--- config.mk ---
export PLATFORM = sky130hd
export DESIGN_NAME = pipelined_adder_flat
export DESIGN_NICKNAME = d
export VERILOG_FILES = /design/src/rtl/pipelined_adder_if.sv /design/src/rtl/pipelined_adder.sv /design/src/flat_wrapper.sv
export SDC_FILE = /design/constraint.sdc
export NUM_CORES = 1
export LEC_CHECK = 0
export CAP_MARGIN = 20
export CORE_MARGIN = 2
export CORE_UTILIZATION = 58
export CTS_BUF_LIST = sky130_fd_sc_hd__clkbuf_8
export DETAILED_ROUTE_END_ITERATION = 7
export DONT_BUFFER_PORTS = 1
export HOLD_SLACK_MARGIN = 0.15
export PLACE_DENSITY = 0.76
export SLEW_MARGIN = 0
export SYNTH_ARGS = -nofsm -noshare
export SYNTH_HDL_FRONTEND = slang
export SYNTH_SLANG_ARGS = --single-unit
--- constraint.sdc ---
create_clock -name clk -period 1.3 [get_ports clk]
set_input_delay 0.065 -clock clk [delete_from_list [all_inputs] [get_ports clk]]
set_output_delay 0.065 -clock clk [all_outputs]
set_load 0.005 [all_outputs]
--- src/rtl/pipelined_adder_if.sv ---
// Operand/result handshake bundle for pipelined_adder.
// master drives operands and out_ready; slave is the adder.
interface pipelined_adder_if #(
    parameter int WIDTH = 8
);
    logic             in_valid;
    logic             in_ready;
    logic [WIDTH-1:0] a;
    logic [WIDTH-1:0] b;
    logic             cin;
    logic             sub;
    logic             out_valid;
    logic             out_ready;
    logic [WIDTH-1:0] s;
    logic             cout;
    logic             ovf;

    modport master (
        output in_valid, a, b, cin, sub, out_ready,
        input  in_ready, out_valid, s, cout, ovf
    );

    modport slave (
        input  in_valid, a, b, cin, sub, out_ready,
        output in_ready, out_valid, s, cout, ovf
    );
endinterface

--- src/rtl/pipelined_adder.sv ---
// Pipelined WIDTH-bit adder/subtractor, one CHUNK-bit slice per stage, with a
// single global stall (en) shared by all stages and valid/ready flow control.
module pipelined_adder_stage #(
    parameter int WIDTH = 8,
    parameter int CHUNK = 4
) (
    input  logic             clk,
    input  logic             rst_n,
    input  logic             en,
    input  logic             prv_vld,
    input  logic [WIDTH-1:0] prv_a,
    input  logic [WIDTH-1:0] prv_b,
    input  logic [WIDTH-1:0] prv_sum,
    input  logic             prv_c,
    input  logic             prv_am,
    input  logic             prv_bm,
    output logic             vld_q,
    output logic [WIDTH-1:0] a_q,
    output logic [WIDTH-1:0] b_q,
    output logic [WIDTH-1:0] sum_q,
    output logic             c_q,
    output logic             am_q,
    output logic             bm_q
);
    logic [CHUNK:0]   part;
    logic [WIDTH-1:0] sum_d;
    logic             unused_low;

    // Operands arrive pre-shifted so the live chunk always sits in the low bits.
    assign part = {1'b0, prv_a[CHUNK-1:0]} + {1'b0, prv_b[CHUNK-1:0]}
                + {{CHUNK{1'b0}}, prv_c};

    // Low sum bits are placeholders that get shifted out as chunks are appended.
    assign unused_low = ^prv_sum[CHUNK-1:0];

    // New chunk enters at the top and older chunks slide down; after STAGES
    // insertions chunk 0 lands at bit 0.
    generate
        if (CHUNK < WIDTH) begin : g_ins
            assign sum_d = {part[CHUNK-1:0], prv_sum[WIDTH-1:CHUNK]};
        end else begin : g_full
            assign sum_d = part[CHUNK-1:0];
        end
    endgenerate

    always_ff @(posedge clk or negedge rst_n) begin
        if (!rst_n) begin
            vld_q <= 1'b0;
            a_q   <= '0;
            b_q   <= '0;
            sum_q <= '0;
            c_q   <= 1'b0;
            am_q  <= 1'b0;
            bm_q  <= 1'b0;
        end else if (en) begin
            vld_q <= prv_vld;
            a_q   <= prv_a >> CHUNK;
            b_q   <= prv_b >> CHUNK;
            sum_q <= sum_d;
            c_q   <= part[CHUNK];
            am_q  <= prv_am;
            bm_q  <= prv_bm;
        end
    end
endmodule

module pipelined_adder #(
    parameter int WIDTH  = 8,
    parameter int STAGES = 2
) (
    input  logic               clk,
    input  logic               rst_n,
    pipelined_adder_if.slave   bus
);
    localparam int CHUNK = WIDTH / STAGES;

    logic                          en;
    logic [WIDTH-1:0]              b_eff;
    logic [STAGES:0]               vld_pipe;
    logic [STAGES:0][WIDTH-1:0]    a_pipe;
    logic [STAGES:0][WIDTH-1:0]    b_pipe;
    logic [STAGES:0][WIDTH-1:0]    sum_pipe;
    logic [STAGES:0]               c_pipe;
    logic [STAGES:0]               am_pipe;
    logic [STAGES:0]               bm_pipe;
    logic                          unused_tail;

    // Whole pipe advances together; a full pipe drains through a stalled sink
    // only when out_ready frees the last slot.
    assign en           = ~vld_pipe[STAGES] | bus.out_ready;
    assign bus.in_ready = en;

    assign b_eff       = bus.sub ? ~bus.b : bus.b;
    assign vld_pipe[0] = bus.in_valid;
    assign a_pipe[0]   = bus.a;
    assign b_pipe[0]   = b_eff;
    assign sum_pipe[0] = '0;
    assign c_pipe[0]   = bus.sub | bus.cin;
    assign am_pipe[0]  = bus.a[WIDTH-1];
    assign bm_pipe[0]  = b_eff[WIDTH-1];

    generate
        for (genvar k = 0; k < STAGES; k++) begin : g_stage
            pipelined_adder_stage #(
                .WIDTH (WIDTH),
                .CHUNK (CHUNK)
            ) u_stage (
                .clk     (clk),
                .rst_n   (rst_n),
                .en      (en),
                .prv_vld (vld_pipe[k]),
                .prv_a   (a_pipe[k]),
                .prv_b   (b_pipe[k]),
                .prv_sum (sum_pipe[k]),
                .prv_c   (c_pipe[k]),
                .prv_am  (am_pipe[k]),
                .prv_bm  (bm_pipe[k]),
                .vld_q   (vld_pipe[k+1]),
                .a_q     (a_pipe[k+1]),
                .b_q     (b_pipe[k+1]),
                .sum_q   (sum_pipe[k+1]),
                .c_q     (c_pipe[k+1]),
                .am_q    (am_pipe[k+1]),
                .bm_q    (bm_pipe[k+1])
            );
        end
    endgenerate

    // Operand bits are fully consumed by the last stage.
    assign unused_tail = ^{a_pipe[STAGES], b_pipe[STAGES]};

    assign bus.out_valid = vld_pipe[STAGES];
    assign bus.s         = sum_pipe[STAGES];
    assign bus.cout      = c_pipe[STAGES];
    assign bus.ovf       = (am_pipe[STAGES] == bm_pipe[STAGES]) &
                           (sum_pipe[STAGES][WIDTH-1] != am_pipe[STAGES]);
endmodule
--- src/flat_wrapper.sv ---
// flat-port wrapper written by rule: the top's interface ports become plain ports
module pipelined_adder_flat 
#(
    parameter int WIDTH  = 8,
    parameter int STAGES = 2
)
  (clk, rst_n, bus_in_valid, bus_a, bus_b, bus_cin, bus_sub, bus_out_ready, bus_in_ready, bus_out_valid, bus_s, bus_cout, bus_ovf);
  pipelined_adder_if #(.WIDTH(WIDTH)) bus_i ();
  input  logic clk;
  input  logic rst_n;
  input wire logic [$bits(bus_i.in_valid)-1:0] bus_in_valid;
  input wire logic [$bits(bus_i.a)-1:0] bus_a;
  input wire logic [$bits(bus_i.b)-1:0] bus_b;
  input wire logic [$bits(bus_i.cin)-1:0] bus_cin;
  input wire logic [$bits(bus_i.sub)-1:0] bus_sub;
  input wire logic [$bits(bus_i.out_ready)-1:0] bus_out_ready;
  output wire logic [$bits(bus_i.in_ready)-1:0] bus_in_ready;
  output wire logic [$bits(bus_i.out_valid)-1:0] bus_out_valid;
  output wire logic [$bits(bus_i.s)-1:0] bus_s;
  output wire logic [$bits(bus_i.cout)-1:0] bus_cout;
  output wire logic [$bits(bus_i.ovf)-1:0] bus_ovf;
  assign bus_i.in_valid = bus_in_valid;
  assign bus_i.a = bus_a;
  assign bus_i.b = bus_b;
  assign bus_i.cin = bus_cin;
  assign bus_i.sub = bus_sub;
  assign bus_i.out_ready = bus_out_ready;
  assign bus_in_ready = bus_i.in_ready;
  assign bus_out_valid = bus_i.out_valid;
  assign bus_s = bus_i.s;
  assign bus_cout = bus_i.cout;
  assign bus_ovf = bus_i.ovf;
  pipelined_adder #(.WIDTH(WIDTH), .STAGES(STAGES)) u_core (.clk(clk), .rst_n(rst_n), .bus(bus_i));
endmodule
; ---- Word level (Yosys, flattened, before mapping)
; Cells that the tools add are included.
; Widths: inputs -> output; s select.
[totals]
register_bits = 28
inputBits = 22
out_inout_bits = 12
[classes]
add_sub_neg = 4
n_eq_ne = 2
n_mux = 1
bitwise_logic = 5
[op_table]
columns = op, n
row1 = $add 4x4->5, 2
row2 = $add 5x1->5, 2
row3 = $mux 8, 1
row4 = $not 8->8, 1
row5 = $or 1x1->1, 2
row6 = $and 1x1->1, 1
row7 = $eq 1x1->1, 1
row8 = $ne 1x1->1, 1
row9 = $not 1->1, 1

; ---- Depth between registers and ports, before layout
; Gate-level depths: netlist (run 1).
[logic_depth]
depth_word = 4
ltp_mapped = 8

; ---- Cells and area by module
; Synthesis (run 1) repeated with hierarchy kept, for this count alone.
[unflattened]
cells_unflattened = 161
area_unflattened_um2 = 2085.8
[modules_own_cells]
columns = module, n_inst, cells_per_inst, area_each_um2, seq_area_each_um2
row1 = pipelined_adder_stage, 2, 73, 985.9, 500.5
row2 = pipelined_adder, 1, 15, 113.9, 0.0

; ---- Worst setup path after synthesis (run 1)
; No wires, ideal clock.
[synth_path]
path_kind = input-to-reg
from = input port bus_sub
to = register u_core.g_stage[0].u_stage.c_q
arrival_ps = 1469
t_required_ps = 1178
slack_ps = -291
cell_stages = 8
n_path_buf = 1
path_cell_list = buf_2 > xnor2_1 > fa_1 > inv_1 > fa_1 > a21o_1 > a21oi_1 > a21oi_1
[synth_between]
elab_chain_len = 3
[synth_lines]
columns = element, line_no
row1 = from (decl), flat_wrapper.sv:15  ; input wire logic [$bits(bus_i.sub)-1:0] bus_sub;
row2 = $mux 8, pipelined_adder.sv:93  ; assign b_eff = bus.sub ? ~bus.b : bus.b;
row3 = $add 4x4->5, pipelined_adder.sv:30  ; assign part = {1'b0, prv_a[CHUNK-1:0]} + {1'b0, prv_b[CHUNK-1:0]}
row4 = $add 5x1->5 (*), pipelined_adder.sv:31  ; + {{CHUNK{1'b0}}, prv_c};
row5 = to (signal assigned), pipelined_adder.sv:60  ; c_q <= part[CHUNK];
row6 = to (decl), pipelined_adder.sv:21  ; output logic c_q,
; Mark *: on every way between the ends. The rest lies on a longest branch, timed or not.
; A chain may end at the register's enable or synchronous reset.

; ---- Worst setup path in the final report (run 1)
[layout_path]
from = register u_core.g_stage[0].u_stage.c_q
to = register u_core.g_stage[1].u_stage.sum_q[7]
[layout_between]
elab_chain_len = 1
[layout_lines]
columns = element, line_no
row1 = $add 5x1->5, pipelined_adder.sv:31
row2 = to (signal assigned), pipelined_adder.sv:59  ; sum_q <= sum_d;
row3 = to (decl), pipelined_adder.sv:20  ; output logic [WIDTH-1:0] sum_q,
; Every way passes these cells.

==> impl_results.md, run 1 <==
* Outcome: finished, violations left
* Violated checks: negative setup slack
* Static Leak at 0.792 nW
* Die Y at just over 50 µm
* Dpl ws at -199 ps
* Largest net degree at the start of global routing at 28
* Cells after Synth at roughly 140
* Final Setup Violations at 4
* Clk slew on worst S/H paths at 80 ps
* Cts bufs inserted at 3
* Routed Antenna Nets at 0
* Clock skew at 1.74 ps
* Finished Layout Cells at 189
* Period minus WS final at 1550 ps
* DRC viols at 0
* Max cap viols at 0
* Setup CP Type: flop to flop
* I/O Buffers at 0
* Hpwl dp at 1720 µm
* Vias at 1005
* Seq/Total Area, Yosys at between 40% and 50%
* Ant diodes at 0
* Crit path buffers/inverters at 0
* CP peak stage delay at 420 ps
* Arr. time, crit path at 1710 ps
* Gr ovfl total at 0
* Vias per std cell at 5.32
* Avg Inst Size Synth at 9.55 µm²
* Core Region at 0.00219 mm²
* Detailed Routing Iterations Pass 1 at 4
* Gr usage total at 21.7%
* Worst Tran Pin Value at 275 ps
* Post-Syn Nets at ~170
* Crit-path leading delay family: compound AO/OA/AOI/OAI gates
* CTS root buffer: clkbuf_8
* First-pass GRT wire length at approximately 4300 µm
* Drt initial violations at 17
* Most frequent cells in the layout: nand2_1 (46), dfrtp_1 (26), dlygate4sd3_1 (17)
* Number of synthesized register bits at 26
* Post-Syn Area at 0.00133 mm²
* Final hold viol count at 0
* Max Clk Rate at 644 MHz
* Vias in the first global route at 1037
* Routability congestion estimate from global placement at around 0.73
* Period utilisation layout at 119%
* Pwr/cell area at 1390 mW/mm²
* Width of the die at slightly above 50 µm
* Fin worst setup slack at -253 ps
* Initial antenna violation count at 0
* WL per Instance at about 13 µm
* CP Data Required Time at 1460 ps
* Unrepaired setup endpoints after global routing: yes
* Setup crit end kind: flop
* Worst hold path type: primary input to flop
* Highest fanout seen on the critical path at 2
* CP cell instances: fa_2 > a21o_1 > a21oi_2 > xor2_1 > o21ai_1
* Rel. slew slack at 81.5%
* Initial Utilization at between 60 and 70%
* Worst skew pair latency at ~260 ps
* Crit-path slowest cell: dfrtp_1
* CTS sink count at 26
* CTS tree: yes
* Share of cells above drive strength 1 at between 10% and 20%
* Final Max Slew Viols at 0
* Dpl cells at approximately 170
* Count of different cell masters after synthesis at 20
* Most common cell after layout, fill and taps aside: nand2_1
* Final #Nets at around 200
* Startpoint types: flop
* H-Tree Depth at 1
* Row count at 17
* Die area at 0.00269 mm²
* Drt total wl at 2550 µm
* Max VDD drop at approximately 0.00077 V
* Maximum root-to-sink buffer count at 2
* Top Ports at 34
* Layout area overhead at 24.7%
* Ys Warns at 0
-- flip-flops by register name, indices dropped and copies added, names as in the netlist --
| name | count |
|---|---|
| u_core.g_stage.u_stage.sum_q | 12 |
| u_core.g_stage.u_stage.a_q | 3 |
| u_core.g_stage.u_stage.b_q | 3 |
| u_core.g_stage.u_stage.am_q | 2 |
| u_core.g_stage.u_stage.bm_q | 2 |
| u_core.g_stage.u_stage.c_q | 2 |
| u_core.g_stage.u_stage.vld_q | 2 |
-- per-stage QoR --
stage	instance area, µm²	utilization, %	power, mW	hold slack [ps]	TNS, ps
6_report	1660	75.6	2.29	186	-797
2_1_floorplan	1380	-	1.62	-231	-616
5_1_grt	1660	75.6	2.45	223	-987
3_5_place_dp	1390	63.3	1.73	-230	-885
3_3_place_gp	1390	63.3	1.70	-230	-592
4_1_cts	1640	75.0	2.28	193	-653
-- layout make-up --
cell class,instances,area [µm²]
multi-input combinational,101,656
timing repair buffer,25,248
tap,28,35.0
clock buffer,3,41.3
sequential,26,651
fill,151,536
inverter,6,25.0
-- synth_stat cells, drive strengths merged --
master | instances | area (µm²)
nor2b | 3 | 18.8
buf | 6 | 45.0
o31ai | 1 | 12.5
nand2b | 1 | 6.26
xnor2 | 5 | 43.8
inv | 6 | 25.0
a21oi | 7 | 35.0
o21ai | 9 | 45.0
ha | 6 | 75.1
dfrtp | 26 | 651
xor2 | 6 | 52.6
nor2 | 8 | 30.0
nand2 | 46 | 173
nor3 | 1 | 5.00
o21a | 2 | 15.0
a21o | 2 | 15.0
fa | 4 | 80.1
-- repair_timing --
item                                    4_1_cts  5_1_grt
pin swaps                                     2        1
gates resized for setup                       4        3
hold buffers                                 19        1
endpoints found under the hold margin        42        1
buffers inserted                              1        1
endpoints found under the setup margin        4        7
-- routing by layer --
| metal | GRT usage, % | vias up | share of wire (%) |
|---|---|---|---|
| li1 | - | 481 | - |
| met1 | 25.0 | 487 | 42 |
| met2 | 37.3 | 30 | 51 |
| met3 | 4.60 | 7 | 4.6 |
| met4 | 11.8 | 0 | 2.4 |
| met5 | 0 | - | 0 |
-- where the power goes --
group          switching, mW  internal [mW]  leakage, nW
logic                  0.339          0.336        0.461
registers              0.157           1.02        0.309
clock network          0.237          0.207       0.0216
total                  0.734           1.56        0.792
-- worst register-to-register path, cell delays in order (launching register included) --
cell,delay (ps)
dfrtp_1,420
fa_2,410
a21o_1,220
a21oi_2,150
xor2_1,170
o21ai_1,80
-- kinds of logic after synthesis --
logic type | count (synthesis) | synth area share, %
AND/OR/NAND/NOR | 59 | 17.5
flip-flops | 26 | 49.0
AO/OA/AOI/OAI | 21 | 9.24
buffers and inverters | 12 | 5.28
XOR/XNOR | 11 | 7.26
adder cells (fa/ha/maj) | 10 | 11.7
-- worst paths after layout --
check,start,to,slack (ps),cells past startpoint
max in group asynchronous,rst_n,u_core.g_stage[0].u_stage.vld_q,930,2
min in group asynchronous,rst_n,u_core.g_stage[1].u_stage.am_q,220,2
max,u_core.g_stage[0].u_stage.c_q,u_core.g_stage[1].u_stage.sum_q[7],-250,5
max reg2reg,u_core.g_stage[0].u_stage.c_q,u_core.g_stage[1].u_stage.sum_q[7],-250,5
min reg2reg,u_core.g_stage[0].u_stage.vld_q,u_core.g_stage[1].u_stage.vld_q,470,1
min,bus_a[2],u_core.g_stage[0].u_stage.sum_q[6],190,3
Power figures use the tool's default switching activity.
==> inputs of run 2 (changes only) <==
CTS_CLUSTER_DIAMETER = 60   (was default)
RECOVER_POWER = 100   (was default)
==> run 2 against run 1 <==
The flow still finishes with violations (negative setup slack). Register-to-register slack about the same. First-iteration DRC count is the same. Setup slack hardly changed. Cell area shrank 0.91%. Via count is the same. Critical path type unchanged. Critical endpoint unchanged.
==> impl_results.md, run 2 (synthesized netlist as in run 1, its figures left out) <==
* Outcome: finished, violations left
* Violated checks: negative setup slack
* Core Region at 0.00219 mm² (unchanged)
* Final Max Slew Viols at 0 (unchanged)
* Maximum root-to-sink buffer count at 2 (unchanged)
* Ant diodes at 0 (unchanged)
* H-Tree Depth at 1 (unchanged)
* Dpl cells at 165 (unchanged)
* Pwr/cell area at 1400 mW/mm² (+0.66%)
* Slack of the worst reg-to-reg path at -250 ps (about the same)
* Clock skew at 1.73 ps (-0.00632 ps)
* Drt initial violations at 17 (unchanged)
* CTS tree: yes
* Arr. time, crit path at 1710 ps (about the same)
* Most frequent cells in the layout: nand2_1 (46), dfrtp_1 (26), dlygate4sd3_1 (17)
* Drt total wl at 2550 µm (about the same)
* Crit path buffers/inverters at 0 (unchanged)
* Final hold viol count at 0 (unchanged)
* Gr ovfl total at 0 (unchanged)
* Layout area overhead at 23.6%
* Vias per std cell at 5.32 (unchanged)
* Row count at 17 (unchanged)
* Max VDD drop at 0.000773 V (about the same)
* Startpoint types: flop
* Hpwl dp at 1720 µm (unchanged)
* Max FFs per register at 12 (unchanged)
* WL per Instance at 13.5 µm (about the same)
* Finished Layout Cells at 189 (unchanged)
* Hold_ws at 186 ps (+0.0210 ps)
* CP cell instances: fa_2 > a21o_1 > a21oi_2 > xor2_1 > o21ai_1
* Gr usage total at 21.7% (unchanged)
* Most common cell after layout, fill and taps aside: nand2_1
* Period minus WS final at 1550 ps (-0.397 ps)
* Setup crit end kind: flop
* Initial Utilization at 60.6% (unchanged)
* Biggest regs: u_core.g_stage.u_stage.sum_q: 12 flops, u_core.g_stage.u_stage.a_q: 3 flops, u_core.g_stage.u_stage.b_q: 3 flops
* Fin worst setup slack at -253 ps (+0.397 ps)
* DRC viols at 0 (unchanged)
* Setup CP Type: flop to flop
* Max cap viols at 0 (unchanged)
* Vias at 1005 (unchanged)
* Dpl ws at -199 ps (unchanged)
* Highest fanout seen on the critical path at 2 (unchanged)
* Unrepaired setup endpoints after global routing: yes
* Multi-input gate area at 656 µm² (unchanged)
* Initial antenna violation count at 0 (unchanged)
* CP peak stage delay at 420 ps (about the same)
* Die Y at 51.8 µm (unchanged)
* Vias in the first global route at 1037 (unchanged)
* Rel. slew slack at 58.0% (-24 points)
* Fillers at 153 (+1.3%)
* CP Data Required Time at 1460 ps (about the same)
* Sum Neg Setup Slack at -797 ps (+0.362 ps)
* Max Clk Rate at 644 MHz (about the same)
* Crit-path leading delay family: compound AO/OA/AOI/OAI gates
* Clk slew on worst S/H paths at 80 ps (about the same)
* Share of cells above drive strength 1 at 14.9% (unchanged)
* Static Leak at 0.786 nW (-0.66%)
* Crit-path slowest cell: dfrtp_1
* Final Setup Violations at 4 (unchanged)
* Largest net degree at the start of global routing at 28 (unchanged)
* Post-DP Area at 0.00139 mm² (unchanged)
* I/O Buffers at 0 (unchanged)
* CTS root buffer: clkbuf_8
* Width of the die at 51.8 µm (unchanged)
* Cts bufs inserted at 3 (unchanged)
* CTS sink count at 26 (unchanged)
* Top reg by flops: u_core.g_stage.u_stage.sum_q
* Design area at 0.00164 mm² (-0.91%)
* Die area at 0.00269 mm² (unchanged)
* Worst Tran Pin Value at 631 ps (+356 ps)
* Period utilisation layout at 119% (about the same)
* Worst hold path type: primary input to flop
* Routability congestion estimate from global placement at 0.727 (unchanged)
* Detailed Routing Iterations Pass 1 at 4 (unchanged)
* Final #Nets at 195 (unchanged)
* First-pass GRT wire length at 4280 µm (unchanged)
* Register area at 651 µm² (unchanged)
* Top Ports at 34 (unchanged)
* Worst skew pair latency at 260 ps (about the same)
* Routed Antenna Nets at 0 (unchanged)
## run 2: area by class of cell
class	count	area share, %
flip-flops and latches	26	39.7
clock buffers	3	2.52
multi-input cells	101	40.0
inverters	6	1.53
well taps	28	2.14
repair buffers	25	14.2
## run 2: final timing paths
kind / to / cells after the start / start
worst max-delay path: u_core.g_stage[1].u_stage.sum_q[7] / 5 / u_core.g_stage[0].u_stage.c_q
worst min-delay path: u_core.g_stage[0].u_stage.sum_q[6] / 3 / bus_a[2]
worst max register to register: u_core.g_stage[1].u_stage.sum_q[7] / 5 / u_core.g_stage[0].u_stage.c_q
worst min register to register: u_core.g_stage[1].u_stage.vld_q / 1 / u_core.g_stage[0].u_stage.vld_q
max in group asynchronous: u_core.g_stage[0].u_stage.sum_q[7] / 2 / rst_n
min in group asynchronous: u_core.g_stage[1].u_stage.c_q / 2 / rst_n
## run 2: what timing repair did
| item | in CTS | in global routing |
|---|---|---|
| pin swaps | 2 | 1 |
| hold buffers | 19 | 1 |
| endpoints found under the hold margin | 42 | 1 |
| resized for setup | 4 | 3 |
| setup endpoints to repair | 4 | 7 |
| buffers inserted | 1 | 1 |
| cloned | 0 | 0 |
## run 2: worst min-delay path, stage by stage
cell and delay (ps):
ha_1 160, xnor2_1 120, o21ai_0 60
## run 2: through the flow
stage	utilization (%)	total power, mW
final	74.9	2.29
after global routing	74.9	2.44
after CTS	75.0	2.28
after detailed placement	63.3	1.73
after global placement	63.3	1.70
after floorplan	-	1.62
## run 2: where the power goes
part | total, mW | leakage (nW) | switching (mW) | internal [mW]
registers | 1.17 | 0.309 | 0.157 | 1.02
clock network | 0.445 | 0.0216 | 0.237 | 0.207
logic | 0.670 | 0.456 | 0.339 | 0.331
total | 2.29 | 0.786 | 0.733 | 1.56
## run 2: metal layers
metal	share of wire, %	up-vias	GRT usage, %
li1	-	481	-
met3	4.6	7	4.60
met5	0	-	0
met4	2.4	0	11.8
met2	51	30	37.3
met1	42	487	25.0
==> inputs of run 3 (changes only) <==
CORE_ASPECT_RATIO = 1.1   (was default)
==> run 3 against run 2 <==
The run still ends with negative setup slack left. Maximum frequency rose by 1.7%. Final cell count grew 2.6%. Clock skew rose by 1.0 ps. Via count rose by 2.4%. Cell area up 2.6%. Critical path depth shrank 1. First-iteration DRC count is 18% lower. Sequential power barely moved. Register-to-register slack better by 30 ps. Worst hold slack improved by 13 ps. Clock power grew 50%. Critical path type unchanged.
==> impl_results.md, run 3 (synthesized netlist as in run 1, its figures left out) <==
* Arr. time, crit path at 1730 ps (+20 ps)
* Fillers at 149 (-2.6%)
* Die area at 0.00269 mm² (about the same)
* Most common cell after layout, fill and taps aside: nand2_1
* First-pass GRT wire length at 4300 µm (+0.33%)
* Final Max Slew Viols at 0 (unchanged)
* CTS sink count at 26 (unchanged)
* Routability congestion estimate from global placement at 0.754 (+3.8%)
* Routed Antenna Nets at 0 (unchanged)
* CTS tree: yes
* Share of cells above drive strength 1 at 15.2% (+0.34 points)
* CP Data Required Time at 1500 ps (+40 ps)
* Pwr/cell area at 1500 mW/mm² (+7.2%)
* Width of the die at 49.6 µm (-4.3%)
* Gr ovfl total at 0 (unchanged)
* Unrepaired setup endpoints after global routing: yes
* I/O Buffers at 0 (unchanged)
* Violated checks: negative setup slack
* Vias in the first global route at 1031 (-0.58%)
* Cts bufs inserted at 3 (unchanged)
* Worst Tran Pin Value at 613 ps (-18.0 ps)
* Tot Pwr at 2.52 mW (+10%)
* Max cap viols at 0 (unchanged)
* Final Util at 76.2% (+1.4 points)
* Hold path depth at 3 (unchanged)
* Largest net degree at the start of global routing at 28 (unchanged)
* Detailed Routing Iterations Pass 1 at 4 (unchanged)
* Setup CP Type: flop to flop
* Finished Layout Cells at 194 (+2.6%)
* Multi-input gate area at 653 µm² (-0.38%)
* Hold_ws at 199 ps (+12.8 ps)
* Period minus WS final at 1530 ps (-26.2 ps)
* Startpoint types: flop
* Hold path start: bus_a[2]
* Row count at 18 (+1)
* Fin worst setup slack at -227 ps (+26.2 ps)
* Initial Utilization at 60.1% (-0.45 points)
* Worst skew pair latency at 270 ps (about the same)
* Final #Nets at 197 (+1.0%)
* Setup crit end kind: flop
* Biggest regs: u_core.g_stage.u_stage.sum_q: 12 flops, u_core.g_stage.u_stage.a_q: 3 flops, u_core.g_stage.u_stage.b_q: 3 flops
* Outcome: finished, violations left
* FF-to-FF path depth at 4 (-1)
* Layout area overhead at 26.8%
* Static Leak at 0.814 nW (+3.5%)
* Vias at 1029 (+2.4%)
* Maximum root-to-sink buffer count at 2 (unchanged)
* Final Setup Violations at 5 (+1)
* CTS root buffer: clkbuf_8
* Hpwl dp at 1720 µm (+0.41%)
* Top reg by flops: u_core.g_stage.u_stage.sum_q
* Max Clk Rate at 655 MHz (+1.7%)
* Drt total wl at 2690 µm (+5.5%)
* Initial antenna violation count at 0 (unchanged)
* Vias per std cell at 5.30 (-0.25%)
* Slack of the worst reg-to-reg path at -230 ps (+30 ps)
* Ant diodes at 0 (unchanged)
* Highest fanout seen on the critical path at 2 (unchanged)
* Final hold viol count at 0 (unchanged)
* Gr usage total at 21.5% (-0.23 points)
* Clk slew on worst S/H paths at 90 ps (about the same)
* Max FFs per register at 12 (unchanged)
* DRC viols at 0 (unchanged)
* Sum Neg Setup Slack at -983 ps (-187 ps)
* Sink of the worst hold path: u_core.g_stage[0].u_stage.sum_q[6]
* Die Y at 54.2 µm (+4.5%)
* Dpl cells at 169 (+2.4%)
* Top Ports at 34 (unchanged)
* Rel. slew slack at 59.2% (+1.2 points)
* Drt initial violations at 14 (-3)
* WL per Instance at 13.9 µm (+2.8%)
* Core Region at 0.00221 mm² (+0.74%)
* Reg2reg end: u_core.g_stage[1].u_stage.sum_q[5]
* H-Tree Depth at 1 (unchanged)
* Reg2reg start: u_core.g_stage[0].u_stage.a_q[0]
* Max VDD drop at 0.000830 V (+7.4%)
* Period utilisation layout at 117% (-2.0 points)
* Most frequent cells in the layout: nand2_1 (46), dfrtp_1 (26), dlygate4sd3_1 (17)
* Register area at 651 µm² (unchanged)
* Clock skew at 2.73 ps (+1.00 ps)
* Worst hold path type: primary input to flop
## run 3: cell count changes in the layout (fill, tap and decap cells not counted), sizes merged
cell,delta
bufinv,+1
buf,+2
## run 3: where the power goes
| part | leakage (nW) | switching, mW | total (mW) | internal, mW |
|---|---|---|---|---|
| clock network | 0.0357 | 0.254 | 0.666 | 0.412 |
| logic | 0.469 | 0.343 | 0.673 | 0.329 |
| registers | 0.309 | 0.161 | 1.18 | 1.02 |
## run 3: worst max-delay path by stage
stage,startpoint,end,cells after the start
global placement,u_core.g_stage[0].u_stage.a_q[0],u_core.g_stage[1].u_stage.sum_q[5],4
CTS,u_core.g_stage[0].u_stage.a_q[0],u_core.g_stage[1].u_stage.sum_q[5],4
detailed placement,u_core.g_stage[0].u_stage.a_q[0],u_core.g_stage[1].u_stage.sum_q[5],4
floorplan,bus_sub,u_core.g_stage[0].u_stage.c_q,8
global route,u_core.g_stage[0].u_stage.a_q[0],u_core.g_stage[1].u_stage.c_q,6
finish,u_core.g_stage[0].u_stage.a_q[0],u_core.g_stage[1].u_stage.sum_q[5],4
## run 3: layout make-up
| class | count | share of cell area, % |
|---|---|---|
| tap | 30 | 2.23 |
| clock buffer | 3 | 2.45 |
| sequential | 26 | 38.7 |
| multi-input combinational | 101 | 38.8 |
| timing repair buffer | 27 | 14.7 |
| clock inverter | 1 | 1.78 |
| inverter | 6 | 1.34 |
## run 3: repair_timing
| item | CTS | global route |
|---|---|---|
| setup buffers | 0 | 2 |
| hold buffers | 19 | 1 |
| pin swaps | 0 | 3 |
| resized for setup | 3 | 6 |
| hold endpoints to repair | 47 | 1 |
| endpoints found under the setup margin | 5 | 7 |
## run 3: per-stage QoR
step	area [µm²]	worst slack, ps
after floorplan	1380	-128
after global placement	1410	-138
after detailed placement	1410	-212
after CTS	1690	-220
after global routing	1680	-268
final	1680	-227
## run 3: metal layers
metal / vias up / global-route usage, % / wire length (µm)
met3: 9 / 3.89 / 138
met5: - / 0 / 0
met4: 0 / 12.5 / 96
li1: 489 / - / -
met1: 492 / 24.1 / 1070
met2: 39 / 38.9 / 1380
## run 3: critical path: stages (launching register included)
cell	delay, ps
dfrtp_1	420
fa_2	410
inv_2	60
fa_2	430
a21oi_2	140
